<file path="src/rtl/mc_control_pkg.sv">
// Shared types and constants for the multicycle control unit.
// MC_CONTROL_JAL_EN enables the jal instruction (JAL state and link write).
package mc_pkg;

    typedef enum logic [3:0] {
        ST_FETCH     = 4'd0,
        ST_DECODE    = 4'd1,
        ST_EXEC_R    = 4'd2,
        ST_R_WB      = 4'd3,
        ST_MEM_ADDR  = 4'd4,
        ST_MEM_READ  = 4'd5,
        ST_MEM_WB    = 4'd6,
        ST_MEM_WRITE = 4'd7,
        ST_BRANCH    = 4'd8,
        ST_IMM_EXEC  = 4'd9,
        ST_IMM_WB    = 4'd10,
        ST_JUMP      = 4'd11,
        ST_JAL       = 4'd12
    } state_e;

    localparam logic [5:0] OP_RTYPE = 6'b000000;
    localparam logic [5:0] OP_LW    = 6'b100011;
    localparam logic [5:0] OP_SW    = 6'b101011;
    localparam logic [5:0] OP_BEQ   = 6'b000100;
    localparam logic [5:0] OP_ADDI  = 6'b001000;
    localparam logic [5:0] OP_J     = 6'b000010;
    localparam logic [5:0] OP_JAL   = 6'b000011;

    localparam logic [1:0] ALUB_B       = 2'b00;
    localparam logic [1:0] ALUB_FOUR    = 2'b01;
    localparam logic [1:0] ALUB_IMM     = 2'b10;
    localparam logic [1:0] ALUB_IMM_SH2 = 2'b11;

    localparam logic [1:0] ALUOP_ADD   = 2'b00;
    localparam logic [1:0] ALUOP_SUB   = 2'b01;
    localparam logic [1:0] ALUOP_FUNCT = 2'b10;

    localparam logic [1:0] PCSRC_ALU    = 2'b00;
    localparam logic [1:0] PCSRC_ALUOUT = 2'b01;
    localparam logic [1:0] PCSRC_JUMP   = 2'b10;

    typedef struct packed {
        logic       pc_write;
        logic       pc_write_cond;
        logic       ir_write;
        logic       i_or_d;
        logic       mem_req;
        logic       mem_we;
        logic       reg_write;
        logic       reg_dst;
        logic       mem_to_reg;
        logic       alu_src_a;
        logic [1:0] alu_src_b;
        logic [1:0] alu_op;
        logic [1:0] pc_source;
        logic       jal_link;
    } ctrl_t;

    // Final state of each instruction: leaving it for FETCH retires the instruction.
    function automatic logic is_last_state(input state_e s);
        logic res;
        case (s)
            ST_R_WB, ST_MEM_WB, ST_MEM_WRITE,
            ST_BRANCH, ST_IMM_WB, ST_JUMP: res = 1'b1;
`ifdef MC_CONTROL_JAL_EN
            ST_JAL:                        res = 1'b1;
`endif
            default:                       res = 1'b0;
        endcase
        return res;
    endfunction

endpackage

</file>
<file path="src/rtl/mc_control_outdec.sv">
// Combinational state -> control-word decode for mc_control.
// MC_CONTROL_JAL_EN adds the JAL control word; otherwise that encoding decodes as FETCH.
module mc_outdec
    import mc_pkg::*;
(
    input  state_e i_state,
    input  logic   i_mem_ready,
    output ctrl_t  o_ctrl
);

    function automatic ctrl_t fetch_word(input logic rdy);
        ctrl_t c;
        c           = '0;
        c.mem_req   = 1'b1;
        c.i_or_d    = 1'b0;
        c.alu_src_a = 1'b0;
        c.alu_src_b = ALUB_FOUR;
        c.alu_op    = ALUOP_ADD;
        c.pc_source = PCSRC_ALU;
        c.ir_write  = rdy;
        c.pc_write  = rdy;
        return c;
    endfunction

    // Moore decode; FETCH alone gates its IR/PC loads on the memory handshake.
    always_comb begin
        o_ctrl = '0;
        case (i_state)
            ST_FETCH: o_ctrl = fetch_word(i_mem_ready);
            ST_DECODE: begin
                o_ctrl.alu_src_b = ALUB_IMM_SH2;
                o_ctrl.alu_op    = ALUOP_ADD;
            end
            ST_EXEC_R: begin
                o_ctrl.alu_src_a = 1'b1;
                o_ctrl.alu_src_b = ALUB_B;
                o_ctrl.alu_op    = ALUOP_FUNCT;
            end
            ST_R_WB: begin
                o_ctrl.reg_write = 1'b1;
                o_ctrl.reg_dst   = 1'b1;
            end
            ST_MEM_ADDR, ST_IMM_EXEC: begin
                o_ctrl.alu_src_a = 1'b1;
                o_ctrl.alu_src_b = ALUB_IMM;
                o_ctrl.alu_op    = ALUOP_ADD;
            end
            ST_MEM_READ: begin
                o_ctrl.mem_req = 1'b1;
                o_ctrl.i_or_d  = 1'b1;
            end
            ST_MEM_WB: begin
                o_ctrl.reg_write  = 1'b1;
                o_ctrl.mem_to_reg = 1'b1;
            end
            ST_MEM_WRITE: begin
                o_ctrl.mem_req = 1'b1;
                o_ctrl.mem_we  = 1'b1;
                o_ctrl.i_or_d  = 1'b1;
            end
            ST_BRANCH: begin
                o_ctrl.alu_src_a     = 1'b1;
                o_ctrl.alu_src_b     = ALUB_B;
                o_ctrl.alu_op        = ALUOP_SUB;
                o_ctrl.pc_write_cond = 1'b1;
                o_ctrl.pc_source     = PCSRC_ALUOUT;
            end
            ST_IMM_WB: begin
                o_ctrl.reg_write = 1'b1;
            end
            ST_JUMP: begin
                o_ctrl.pc_write  = 1'b1;
                o_ctrl.pc_source = PCSRC_JUMP;
            end
`ifdef MC_CONTROL_JAL_EN
            ST_JAL: begin
                o_ctrl.pc_write  = 1'b1;
                o_ctrl.pc_source = PCSRC_JUMP;
                o_ctrl.reg_write = 1'b1;
                o_ctrl.jal_link  = 1'b1;
            end
`endif
            default: o_ctrl = fetch_word(i_mem_ready);
        endcase
    end

endmodule

</file>
<file path="src/rtl/mc_control.sv">
// Multicycle MIPS-subset control FSM with memory-ready stalls and a retired counter.
// MC_CONTROL_JAL_EN enables jal; when undefined opcode 000011 is flagged illegal.
module mc_control
    import mc_pkg::*;
#(
    parameter int OPCODE_W = 6,
    parameter int CNT_W    = 32
) (
    input  logic                clk,
    input  logic                rst,
    input  logic [OPCODE_W-1:0] opcode,
    input  logic                mem_ready,
    output logic                pc_write,
    output logic                pc_write_cond,
    output logic                ir_write,
    output logic                i_or_d,
    output logic                mem_req,
    output logic                mem_we,
    output logic                reg_write,
    output logic                reg_dst,
    output logic                mem_to_reg,
    output logic                alu_src_a,
    output logic [1:0]          alu_src_b,
    output logic [1:0]          alu_op,
    output logic [1:0]          pc_source,
    output logic                jal_link,
    output logic                illegal,
    output logic [CNT_W-1:0]    retired,
    output logic [3:0]          state
);

    localparam logic [CNT_W-1:0] CNT_ONE = {{(CNT_W-1){1'b0}}, 1'b1};

    state_e              r_state;
    state_e              w_next;
    logic [OPCODE_W-1:0] r_opcode;
    logic                r_illegal;
    logic                w_illegal;
    logic                w_retire;
    logic [CNT_W-1:0]    r_retired;
    ctrl_t               w_ctrl;

    // State register
    always_ff @(posedge clk or posedge rst) begin
        if (rst) begin
            r_state <= ST_FETCH;
        end else begin
            r_state <= w_next;
        end
    end

    // Next-state logic; the live opcode is only consulted in DECODE
    always_comb begin
        w_next    = r_state;
        w_illegal = 1'b0;
        case (r_state)
            ST_FETCH: begin
                if (mem_ready) w_next = ST_DECODE;
                else           w_next = ST_FETCH;
            end
            ST_DECODE: begin
                if (opcode == OPCODE_W'(OP_RTYPE)) begin
                    w_next = ST_EXEC_R;
                end else if (opcode == OPCODE_W'(OP_LW) || opcode == OPCODE_W'(OP_SW)) begin
                    w_next = ST_MEM_ADDR;
                end else if (opcode == OPCODE_W'(OP_BEQ)) begin
                    w_next = ST_BRANCH;
                end else if (opcode == OPCODE_W'(OP_ADDI)) begin
                    w_next = ST_IMM_EXEC;
                end else if (opcode == OPCODE_W'(OP_J)) begin
                    w_next = ST_JUMP;
`ifdef MC_CONTROL_JAL_EN
                end else if (opcode == OPCODE_W'(OP_JAL)) begin
                    w_next = ST_JAL;
`endif
                end else begin
                    w_next    = ST_FETCH;
                    w_illegal = 1'b1;
                end
            end
            ST_EXEC_R:   w_next = ST_R_WB;
            ST_MEM_ADDR: begin
                if (r_opcode == OPCODE_W'(OP_SW)) w_next = ST_MEM_WRITE;
                else                              w_next = ST_MEM_READ;
            end
            ST_MEM_READ: begin
                if (mem_ready) w_next = ST_MEM_WB;
                else           w_next = ST_MEM_READ;
            end
            ST_MEM_WRITE: begin
                if (mem_ready) w_next = ST_FETCH;
                else           w_next = ST_MEM_WRITE;
            end
            ST_IMM_EXEC: w_next = ST_IMM_WB;
            default:     w_next = ST_FETCH;
        endcase
    end

    assign w_retire = (w_next == ST_FETCH) && is_last_state(r_state);

    // Opcode latch, illegal pulse and retired-instruction counter
    always_ff @(posedge clk or posedge rst) begin
        if (rst) begin
            r_opcode  <= '0;
            r_illegal <= 1'b0;
            r_retired <= '0;
        end else begin
            if (r_state == ST_DECODE) r_opcode <= opcode;
            else                      r_opcode <= r_opcode;
            r_illegal <= w_illegal;
            if (w_retire) r_retired <= r_retired + CNT_ONE;
            else          r_retired <= r_retired;
        end
    end

    mc_outdec u_outdec (
        .i_state     (r_state),
        .i_mem_ready (mem_ready),
        .o_ctrl      (w_ctrl)
    );

    assign pc_write      = w_ctrl.pc_write;
    assign pc_write_cond = w_ctrl.pc_write_cond;
    assign ir_write      = w_ctrl.ir_write;
    assign i_or_d        = w_ctrl.i_or_d;
    assign mem_req       = w_ctrl.mem_req;
    assign mem_we        = w_ctrl.mem_we;
    assign reg_write     = w_ctrl.reg_write;
    assign reg_dst       = w_ctrl.reg_dst;
    assign mem_to_reg    = w_ctrl.mem_to_reg;
    assign alu_src_a     = w_ctrl.alu_src_a;
    assign alu_src_b     = w_ctrl.alu_src_b;
    assign alu_op        = w_ctrl.alu_op;
    assign pc_source     = w_ctrl.pc_source;
    assign jal_link      = w_ctrl.jal_link;
    assign illegal       = r_illegal;
    assign retired       = r_retired;
    assign state         = r_state;

endmodule
</file>
<file path="config.mk">
export PLATFORM = sky130hd
export DESIGN_NAME = mc_control
export DESIGN_NICKNAME = d
export VERILOG_FILES = /design/src/rtl/mc_control_pkg.sv /design/src/rtl/mc_control_outdec.sv /design/src/rtl/mc_control.sv
export SDC_FILE = /design/constraint.sdc
export NUM_CORES = 1
export LEC_CHECK = 0
export CORE_MARGIN = 2
export CORE_UTILIZATION = 30
export DETAILED_ROUTE_END_ITERATION = 6
export PLACE_DENSITY = 0.57
export RECOVER_POWER = 50
export SETUP_SLACK_MARGIN = 0.05
export SLEW_MARGIN = 5
export SYNTH_ARGS = -nofsm -noshare
export SYNTH_HDL_FRONTEND = slang
export SYNTH_SLANG_ARGS = --single-unit
export TNS_END_PERCENT = 1
</file>
<file path="constraint.sdc">
create_clock -name clk -period 2.5 [get_ports clk]
set_clock_uncertainty 0.1 [all_clocks]
set_input_delay 0.375 -clock clk [delete_from_list [all_inputs] [get_ports clk]]
set_output_delay 0.375 -clock clk [all_outputs]
set_load 0.005 [all_outputs]
</file>
# == Yosys cells after proc, flatten, opt, wreduce, memory -nomap -nowiden ==
# Cells that the tools add are included.
# word_totals
reg_bits,43
out_inout_bits,54
wordCells,64
# op_classes
n_mux,28
n_addsub,1
n_reduce_logical,14
n_eq_ne,17
# op_table
cell,count
$add A32 B1 Y32 const B,1
$pmux W4 S7,1
$mux W4,5
$pmux W4 S5,1
$eq A6 B6 Y1 const B,3
$eq A4 B3 Y1 const B,4
$eq A4 B4 Y1 const B,4
$mux W1,15
$reduce_or A6 Y1,2
$reduce_or A11 Y1,1
$reduce_or A10 Y1,1
$reduce_or A9 Y1,1
$eq A4 B2 Y1 const B,2
$logic_not A4 Y1,2
$pmux W2 S2,2
$eq A6 B2 Y1 const B,1
$eq A6 B3 Y1 const B,1
$eq A6 B4 Y1 const B,1
$logic_not A6 Y1,1
$eq A4 B1 Y1 const B,1
$mux W2,2
$reduce_or A2 Y1,2
$reduce_or A4 Y1,1
$mux W3,1
other kinds (4),4

# == Logic depth before layout (Yosys ltp) ==
# logic_depth
word_depth,9
depth_mapped,7

# == By module ==
# Synthesis repeated with hierarchy kept, for this count alone.
# unflattened
cells_unflattened,252
hier_area_um2,2453.6
# by_module_without_submodules
module,n_inst,seq_area_each_um2,area_per_inst_um2,cells_each
mc_control,1,1076.0,2203.4,213
mc_outdec,1,0.0,250.2,39

# == Worst setup path after synthesis ==
# No wires, ideal clock.
# synth_path
path_kind,reg2reg
from,"reg r_state[1], in the netlist state[1]"
to,"reg r_retired[1], in the netlist retired[1]"
required_ps,2272
path_stages_with_launch,8
path_buffers,2
synth_period_minus_slack_ps,2333
arrival_ps,2105
setup_slack_ps,167
cell_sequence,dfrtp_1 -> buf_2 -> or4b_1 -> buf_2 -> nor4_4 -> nor2_2 -> nand2_1 -> mux2_1
# synth_between
elab_chain_cells,4
elab_cells_between_ends,17
cone_classes,eq/ne: 11; mux: 2; reduce/logical: 4
# synth_rtl
item,line_no,source
from (decl),mc_control.sv:34,state_e r_state;
from (signal assigned),mc_control.sv:48,r_state <= w_next;
$eq A4 B4 Y1 (tied with other cells),mc_control.sv:56,case (r_state)
$pmux W4 S7 or $reduce_or A6 Y1 (tied branches),"mc_control.sv:56, mc_control_pkg.sv:62",
$logic_not A4 Y1 or $mux W1 (tied branches),"mc_control.sv:99, mc_control_pkg.sv:62",
$logic_and A1 B1 Y1 *,mc_control.sv:99,assign w_retire = (w_next == ST_FETCH) && is_last_state(r_state);
to (signal assigned),mc_control.sv:111,if (w_retire) r_retired <= r_retired + CNT_ONE;
to (signal assigned),mc_control.sv:112,else r_retired <= r_retired;
to (decl),mc_control.sv:40,logic [CNT_W-1:0] r_retired;
# Mark *: on every way between the ends. The rest lies on a longest branch, timed or not.
# A chain may end at the register's enable or synchronous reset.

# == Worst setup path after layout ==
# layout_path
from,"reg r_state[0], in the netlist state[0]"
to,out ir_write
# layout_between
elab_chain_cells,3
elab_cells_between_ends,13
cone_classes,eq/ne: 11; mux: 1; reduce/logical: 1
# layout_rtl
item,line_no,source
$eq A4 B1 Y1 (tied with other cells),mc_control_outdec.sv:28,case (i_state)
$reduce_or A11 Y1 (no source line) *,-,
$mux W1 *,mc_control_outdec.sv:28,
to (decl),mc_control.sv:15,"output logic ir_write,"
# Marked as above.

==> impl_results.md <==
- H-Tree Depth: 2
- Synth Area in XOR/XNOR: 12.5%
- Worst path required time: 2.03 ns
- Nets@finish: 350
- Mean Syn Cell Area: between 9 and 10 um^2
- Post-synth EDFFs: 0
- R2r worst-path depth: 6
- Unrepaired setup endpoints after global routing: true
- Mux cell area share after synthesis: 0.474%
- Status: finished, final reports clean
- IO Count: between 60 and 70
- Worst setup margin: 0.0824 ns
- Largest net degree at the start of global routing: 29
- Crit. End Element: output pin
- Pre-CTS setup slack: 0.0428 ns
- First-pass GRT wire length: roughly 10000 um
- Flop pwr share: 35.6%
- Antenna violations before repair: 0
- Synth Warn #: 0
- Sw frac: 36.9%
- Synth Net Count: between 200 and 300
- CP max-delay cell: or4_4
- Max_cap viols: 0
- Compound-Gate Fraction of Synth Area: 8.43%
- Port Buffers: 61
- Worst hold endpoint: retired[31]
- Total number of vias: 2171
- Worst r2r dst: retired[1]
- CP Cell Sequence: or4_4 -> a21boi_2 -> clkdlybuf4s50_1
- Routability cong.: about 0.84
- Slew Viols, Final: 0
- Max-slew headroom: 0.788%
- N_diodes: 0
- Final Hold Fails: 0
- CTS Hold Buffers Added: 0
- Main combinational cell family by area after synthesis: simple AND/OR/NAND/NOR gates
- Logic gate share of total power: 47.0%
- Area occupied by multi-input gates: 1240 um^2
- CP Class: flip-flop to output pin
- Design Power: 2.53 mW
- Top post-synthesis cells by count: dfrtp_1 (43), nand2_1 (43), xnor2_1 (22)
- Storage cell area: 1080 um^2
- Die Span X: 93.0 um
- Worst slew pin tran: 1.49 ns
- DRC: 0
- Worst path max stage delay: approximately 0.55 ns
- Worst path arrival time: 1.94 ns
- WP buf/inv: 1
- Die Y: 93.0 um
- Total GRT Usage: 14.3%
- Flop2flop setup slack: around 0.11 ns
- Worst r2r src: state[1]
- Bufs on Longest Clock Path: 2
- Top area cells in the synthesized netlist: dfrtp_1 (45%), xnor2_1 (8.1%), nand2_1 (6.8%)
- Starting Density: a little under a third
- Async S/R FF share, synth: 100%
- Root Driver: clkbuf_8
- Top FF cell, synth: dfrtp_1
- HP Class: flip-flop to flip-flop
- Core area: 7690 um^2
- Cell family with most CP delay: simple AND/OR/NAND/NOR gates
- Sink Count: between 40 and 50
- Post-synth design cell area: 2380 um^2
- Area grow syn2layout: 41.9%
- Final antenna-violating net count: 0
- Fillers: around 790
- Worst VDD drop: about 0.00030 V
- Register area share after synthesis: 45.3%
- Yosys top cell area share: 45.3%
- Post-detail-place hpwl: between 4000 and 5000 um
- Startpoint Class: flip-flop
- Sw Pwr: 936 uW
- Vias per Instance: 4.90
- Final TNS setup: 0 ns
- Yosys top cell by area: dfrtp_1
- CTS tree: done
- Row cnt: 32
- Final Cycle Share: 96.7%
- Fraction of layout instances using a drive strength above 1: 14.1%
- Tmin final: 2.42 ns
- Clock Latency Late Sink: 0.30 ns
- Total Wirelength: 6020 um
- Total gr overflow: 0
- Setup-failing EPs final: 0
- Clk pin slew, worst setup/hold paths: 0.08 ns
- Post-synthesis cell count: about 250
- Post-Synth Adder-Cell Area: 0.527%
- Initial DRC count: 84
- Simple-Gate Fraction of Synth Area: just under 30%
- CTS Buf Count: 5
- Worst-path maximum fanout: 3
- Post-synthesis register bit count: 43
- Avg WL per Cell: approximately 14 um
- Leak: roughly 1.5 nW
- F_max: 414 MHz
- Int Pwr: 1.60 mW
- Pre-Repair DR Iteration Count: 5
- Power density over the cells: 752 nW/um^2
- Hold wc startpoint: retired[31]
- Synth cell types: 44
- Worst hold stages: 1
- Clock group share of total power: 17.4%
- Number of global-route vias before repair: 2107
- Full die area: roughly 8600 um^2
[layout make-up]
cell class / count / share of cell area [%]
Sequential cell: 43 / 31.9
Timing Repair Buffer: 90 / 24.2
Clock inverter: 2 / 0.371
Tap cell: 102 / 3.78
Clock buffer: 6 / 2.15
Inverter: 8 / 0.891
Multi-Input combinational cell: 192 / 36.7
[through the flow]
stage          utilization [%]  hold WS (ns)  instances  area, um^2
3_3_place_gp              42.3         0.355        431        3250
6_report                  43.9         0.372        443        3370
5_1_grt                   43.9         0.411        443        3370
2_1_floorplan                -         0.338        254        2380
3_5_place_dp              42.3         0.365        431        3250
4_1_cts                   43.8         0.350        441        3360
[per-layer routing]
metal / track usage (%) / vias up / share of wire (%)
li1: - / 1059 / -
met1: 20.2 / 1052 / 48
met2: 22.5 / 56 / 47
met3: 2.42 / 4 / 4.2
met4: 4.29 / 0 / 0.70
met5: 0 / - / 0
[repair_timing]
item,CTS,global route
setup buffers,2,2
pin swaps,3,1
endpoints found under the hold margin,0,0
setup endpoints to repair,5,5
resized for setup,9,1
[logic make-up (layout without fill, tap and decap cells)]
group                      after synthesis  in the layout
other                                    1              1
xor gates and xnor gates                34             34
and+or+nand+nor                        130            130
AOI/OAI and AO/OA                       25             25
adders and majority gates                1              1
muxes                                    1              1
buffers and inverters                   19            106
DFF                                     43             43
[worst register-to-register path: stages (launching register included)]
cell and delay (ns):
dfrtp_1 0.42, clkbuf_1 0.16, or4b_1 0.63, nor4_4 0.42, nor2_2 0.08, nand2_1 0.14
mux2_1 0.33
[power by group through the flow]
| stage | registers [mW] | clock network (mW) | logic [mW] |
|---|---|---|---|
| 2_1_floorplan | 0.899 | 0 | 0.611 |
| 3_3_place_gp | 0.916 | 0 | 1.18 |
| 3_5_place_dp | 0.918 | 0 | 1.18 |
| 4_1_cts | 0.901 | 0.458 | 1.22 |
| 5_1_grt | 0.920 | 0.485 | 1.32 |
| 6_report | 0.901 | 0.442 | 1.19 |
[state kept, by name, summed over array words and instances (netlist names)]
| signal | flops |
|---|---|
| illegal | 1 |
| retired | 32 |
| state | 4 |
| r_opcode | 6 |
[cells in the final DEF (no fill, tap or decap), types with 7 or more instances in the layout]
cell	n
xor2_1	12
nor3_1	12
nand2_1	42
dfrtp_1	42
buf_4	26
dlygate4sd3_1	21
nand4_1	9
inv_1	7
xnor2_1	22
clkdlybuf4s50_1	38
nor4_1	8
nor2_1	12
nand3_1	11
[how the worst max path moves through the flow]
stage	from	end	slack, ns	cells past startpoint
after CTS	state[0]	ir_write	0.08	3
after global placement	mem_ready	retired[1]	0.09	6
after global routing	state[1]	retired[1]	0.004	6
after detailed placement	mem_ready	retired[1]	0.04	6
after floorplan	state[1]	retired[1]	0.17	7
final	state[0]	ir_write	0.08	3
No activity file was read; power rests on OpenSTA's default activity.
